File: src/rtl/fetch_pkg.sv
// Shared fetch/decode definitions: fetch FSM states, instruction geometry and opcodes.
// Optional build macro used by the fetch unit: FETCH_PERF_CNT_EN.
package fetch_pkg;

  localparam int INSTR_W = 32;
  localparam int PC_STEP = 4;

  localparam logic [6:0] OP_RTYPE  = 7'b0110011;
  localparam logic [6:0] OP_LOAD   = 7'b0000011;
  localparam logic [6:0] OP_STORE  = 7'b0100011;
  localparam logic [6:0] OP_BRANCH = 7'b1100011;

  typedef enum logic [1:0] {
    IDLE = 2'd0,
    REQ  = 2'd1,
    HOLD = 2'd2,
    HALT = 2'd3
  } fetchState_e;

endpackage

File: src/rtl/fetch_perf_counters.sv
// Saturating fetch/stall event counters for the fetch unit; frozen while fetch is halted.
module fetch_perf_counters (
  input  logic        clk,
  input  logic        rst_n,
  input  logic        freeze,
  input  logic        fetchEv,
  input  logic        stallEv,
  output logic [31:0] perf_fetched,
  output logic [31:0] perf_stall
);

  function automatic logic [31:0] satInc(input logic [31:0] v);
    return (v == 32'hFFFF_FFFF) ? v : v + 32'd1;
  endfunction

  always_ff @(posedge clk or negedge rst_n) begin
    if (!rst_n) begin
      perf_fetched <= '0;
      perf_stall   <= '0;
    end else if (!freeze) begin
      if (fetchEv) perf_fetched <= satInc(perf_fetched);
      if (stallEv) perf_stall   <= satInc(perf_stall);
    end
  end

endmodule

File: src/rtl/instr_fetch_unit.sv
// Sequential instruction fetch: owns the PC, req/ack to imem, valid/ready to decode, branch redirects.
// Build option FETCH_PERF_CNT_EN adds perf_fetched/perf_stall counter outputs.
module instr_fetch_unit
  import fetch_pkg::*;
#(
  parameter int          ADDR_W   = 64,
  parameter logic [63:0] RESET_PC = 64'h0
) (
  input  logic               clk,
  input  logic               rst_n,
  output logic               imem_req,
  output logic [ADDR_W-1:0]  imem_addr,
  input  logic               imem_ack,
  input  logic [INSTR_W-1:0] imem_rdata,
  output logic               dec_valid,
  output logic [INSTR_W-1:0] dec_instr,
  output logic [ADDR_W-1:0]  dec_pc,
  input  logic               dec_ready,
  input  logic               inv_op,
  input  logic               redirect_valid,
  input  logic [ADDR_W-1:0]  redirect_pc,
  output logic               halted,
  output logic               misalign
`ifdef FETCH_PERF_CNT_EN
  ,
  output logic [31:0]        perf_fetched,
  output logic [31:0]        perf_stall
`endif
);

  localparam logic [ADDR_W-1:0] RST_PC = ADDR_W'(RESET_PC);
  localparam logic [ADDR_W-1:0] STEP   = ADDR_W'(PC_STEP);

  fetchState_e       state;
  logic [ADDR_W-1:0] pc;
  logic [ADDR_W-1:0] pendPc;
  logic              drop;

  logic redirOk;
  logic redirBad;
  logic accept;

  assign redirOk   = redirect_valid && (redirect_pc[1:0] == 2'b00);
  assign redirBad  = redirect_valid && (redirect_pc[1:0] != 2'b00);
  assign accept    = dec_valid && dec_ready;
  assign imem_addr = pc;

  // A redirect seen mid-request parks its target in pendPc so imem_addr stays put until the ack.
  always_ff @(posedge clk or negedge rst_n) begin
    if (!rst_n) begin
      state     <= IDLE;
      pc        <= RST_PC;
      pendPc    <= RST_PC;
      drop      <= 1'b0;
      imem_req  <= 1'b0;
      dec_valid <= 1'b0;
      dec_instr <= '0;
      dec_pc    <= RST_PC;
      halted    <= 1'b0;
      misalign  <= 1'b0;
    end else begin
      case (state)
        IDLE: begin
          state    <= REQ;
          imem_req <= 1'b1;
        end
        REQ: begin
          if (redirBad) begin
            state    <= HALT;
            imem_req <= 1'b0;
            halted   <= 1'b1;
            misalign <= 1'b1;
          end else if (redirOk) begin
            if (imem_ack) begin
              pc   <= redirect_pc;
              drop <= 1'b0;
            end else begin
              pendPc <= redirect_pc;
              drop   <= 1'b1;
            end
          end else if (imem_ack) begin
            if (drop) begin
              pc   <= pendPc;
              drop <= 1'b0;
            end else begin
              dec_instr <= imem_rdata;
              dec_pc    <= pc;
              dec_valid <= 1'b1;
              imem_req  <= 1'b0;
              state     <= HOLD;
            end
          end
        end
        HOLD: begin
          if (redirBad) begin
            state     <= HALT;
            dec_valid <= 1'b0;
            halted    <= 1'b1;
            misalign  <= 1'b1;
          end else if (redirOk) begin
            pc        <= redirect_pc;
            dec_valid <= 1'b0;
            imem_req  <= 1'b1;
            state     <= REQ;
          end else if (accept) begin
            dec_valid <= 1'b0;
            if (inv_op) begin
              state  <= HALT;
              halted <= 1'b1;
            end else begin
              pc       <= pc + STEP;
              imem_req <= 1'b1;
              state    <= REQ;
            end
          end
        end
        HALT: begin
          state <= HALT;
        end
      endcase
    end
  end

`ifdef FETCH_PERF_CNT_EN
  fetch_perf_counters uPerf (
    .clk          (clk),
    .rst_n        (rst_n),
    .freeze       (state == HALT),
    .fetchEv      (accept && !redirect_valid),
    .stallEv      ((imem_req && !imem_ack) || (dec_valid && !dec_ready)),
    .perf_fetched (perf_fetched),
    .perf_stall   (perf_stall)
  );
`endif

endmodule

File: config.mk
export PLATFORM = sky130hd
export DESIGN_NAME = instr_fetch_unit
export DESIGN_NICKNAME = d
export VERILOG_FILES = /design/src/rtl/fetch_pkg.sv /design/src/rtl/fetch_perf_counters.sv /design/src/rtl/instr_fetch_unit.sv
export SDC_FILE = /design/constraint.sdc
export NUM_CORES = 1
export LEC_CHECK = 0
export CORE_ASPECT_RATIO = 0.8
export CORE_MARGIN = 2
export CORE_UTILIZATION = 25
export CTS_CLUSTER_SIZE = 14
export DETAILED_ROUTE_END_ITERATION = 8
export PLACE_DENSITY = 0.58
export SLEW_MARGIN = 10
export SYNTH_ARGS = -nofsm -noshare
export SYNTH_HDL_FRONTEND = slang
export SYNTH_SLANG_ARGS = --single-unit
File: constraint.sdc
create_clock -name clk -period 7.7 [get_ports clk]
set_clock_uncertainty 0.15 [all_clocks]
set_input_delay 0.77 -clock clk [delete_from_list [all_inputs] [get_ports clk]]
set_output_delay 0.77 -clock clk [all_outputs]
set_load 0.01 [all_outputs]
==> metrics.txt <==
outcome complete, no violations; CP dominant cell by count buf_4; Distinct cells, synth 58; Seq/Total Area, Yosys 51.65%; Residual DRC 0; Hold Crit Class in2async; Die Y 193.2 um; Post-synth EDFFs 0; htree depth 1; Total GRT Usage 14.82%; Slew Limit Fails 0; Post-Syn Area 11190 um2; crit end category register; gpl congestion 0.8236; PwrDens 386.4 nW/um2; Fmax 0.2500 GHz; Hold Slack 88.32 ps; Routed Antenna Nets 0; drt via density 4.912; CTS tree built; final core utilization 34.77%; Area Growth Syn to Fin 37.61%; Syn Nets 1144; FP Rows 69; Hold Vio Cnt, Final 0; clock-pin slew on the worst setup and hold paths 60 ps; Critical Path RT 8040 ps; Leakage Power 6.285 nW; IO Count 266; first-pass GRT wire length 54500 um; Placed Instance Area 14480 um2; Vias 9337; area of the die 46480 um2; Hold Buf Count CTS 0; Final setup viols 0; Mapped Cells 1036; WL per Instance 18.56 um; CP Launch Type primary input; WS Path Type in2reg; Final Cell Area 15400 um2; Die X-Extent 240.5 um; share of layout cells above drive strength 1 18.46%; post-DP HPWL 24110 um; Routed WL 35280 um; CTS sink count 231; initial drt markers 630; nets 1383; VDD IR max 0.0002169 V; total negative setup slack 0 ps; CP arrival 4340 ps; Max-Cap Viols 0; later-pin clock latency in the skew report 560 ps; Yosys reg bits 231; crit-path cells clkdlybuf4s50_1, nor3b_4, buf_4, o21ai_1, a221o_2, buf_4, or4_1, mux2i_1, a311o_1; total power 5.950 mW; Critical Path Fanout Max 87; Synth Flop Type dfrtp_1; initial antenna violation count 3; CP max-delay cell buf_4; CTS buffer count 28; minimum clock period 4000 ps; Synth Area per Inst 10.80 um2; drt pass-1 iters 5; Final period util 51.95%; Starting Density 25.27%; total congestion overflow 0; Worst Max-Slew Pin Slew 1053 ps; async set or reset register ratio after synthesis 100.0%; CP max stage delay 760 ps; Yosys warnings 0; CTS max path bufs 3; clk root buf clkbuf_16; PortBufs 265; postcts setup bufs 0; largest net degree at the start of global routing 99; Rel. slew slack 29.31%; core area 44290 um2; unrepaired setup endpoints after global routing false; number of global-route vias before repair 9014; PostCTS Resize Cnt 0
[cell usage after synthesis (3+ instances only)]
cell,instances,area (um2)
and2_1,4,25.02
a41oi_1,3,26.28
inv_1,21,78.83
o22ai_1,14,87.58
and3_1,41,256.5
or3_1,4,25.02
o31ai_1,3,22.52
nand3_1,39,195.2
or4_1,6,45.04
o31a_1,14,122.6
nand4_1,16,100.1
a221oi_1,3,26.28
clkbuf_1,60,225.2
buf_1,4,15.01
a21oi_1,87,435.4
and4_1,5,43.79
nand2b_1,3,18.77
nor3b_1,10,75.07
o41ai_1,6,52.55
mux2_2,158,1779
buf_2,5,25.02
or4_4,3,33.78
nand2_1,63,236.5
nor4_1,5,31.28
a21o_1,4,30.03
o311ai_1,4,35.03
nor2b_1,5,31.28
o2bb2ai_1,3,26.28
o21ai_1,10,50.05
o21ai_0,66,330.3
nor2_1,50,187.7
dfrtp_1,231,5781
a31oi_1,14,87.58
nor3_1,19,95.09
a22o_1,17,148.9
a211oi_1,4,30.03
ha_1,6,75.07
[power breakdown]
part / leakage (nW) / switching (mW) / internal [mW]
Clock: 0.455 / 0.538 / 0.788
Sequential: 2.94 / 0.472 / 1.71
Combinational: 2.89 / 1.14 / 1.30
[registers in the layout, indices dropped and copies added (netlist names)]
name and cells:
dec_instr 32, imem_req 1, dec_valid 1, state 2
pendPc 64, imem_addr 64, drop 1, dec_pc 64
misalign 1, halted 1
[cell type report]
type | instances | area [um2]
fill | 4416 | 28890
antenna | 3 | 7.507
sequential | 231 | 5781
clock inverter | 13 | 120.1
timing repair buffer | 279 | 2763
tap | 603 | 754.5
clock buffer | 37 | 795.8
multi-input combinational | 714 | 5100
inverter | 21 | 78.83
[worst max-delay path: cells and delay by family]
family                 cells  cell delay [ps]
AO/OA/AOI/OAI              3              900
AND/OR/NAND/NOR            2              730
buffers and inverters      3             1790
multiplexers               1              130
[through the flow]
step | setup slack, ps | cells
5_1_grt | 3445 | 1898
6_report | 3700 | 1901
4_1_cts | 3688 | 1898
3_5_place_dp | 3077 | 1848
2_1_floorplan | 4984 | 1036
3_3_place_gp | 3125 | 1848
[layout by cell type (no fill, tap or decap), drive strengths merged, types with 5 or more instances in the layout]
cell type	netlist	final
a21oi	87	87
a22o	17	17
a31oi	14	14
and3	41	41
and4	5	5
buf	10	15
clkbuf	60	37
clkdlybuf4s50	0	264
clkinv	0	9
dfrtp	231	231
ha	6	6
inv	21	21
mux2	158	158
nand2	63	63
nand3	39	39
nand4	18	18
nor2	50	50
nor2b	5	5
nor3	20	20
nor3b	11	11
nor4	8	8
o21ai	76	76
o22ai	14	14
o311ai	6	6
o31a	14	14
o41ai	7	7
or4	9	9
[cells by family after synthesis]
group / after synthesis / share of synthesized area (%)
AO/OA/AOI/OAI: 265 / 14.59
adder cells (fa/ha/maj): 6 / 0.6708
buffers and inverters: 91 / 3.175
flip-flops: 231 / 51.65
multiplexers: 160 / 16.08
AND/OR/NAND/NOR: 283 / 13.83
[final timing paths]
kind	start	cells past startpoint	end	slack (ps)
worst min register to register	misalign	1	misalign	310
worst max-delay path	redirect_valid	9	imem_addr[55]	3700
worst max register to register	imem_addr[2]	7	imem_addr[42]	3940
min in group clk	misalign	1	misalign	310
worst min-delay path	rst_n	1	dec_pc[29]	90
max in group asynchronous	rst_n	2	pendPc[44]	5720
[layer usage]
metal  share of wire [%]  routed length (um)  vias to the layer above  track usage, %
li1                    -                   -                     4326               -
met1                  47               16490                     4639           21.53
met2                  44               15410                      326           22.38
met3                 7.8                2758                       44           3.610
met4                 1.7                 606                        2           2.761
met5               0.037                  13                        -               0
(Power assumes the default switching activity.)
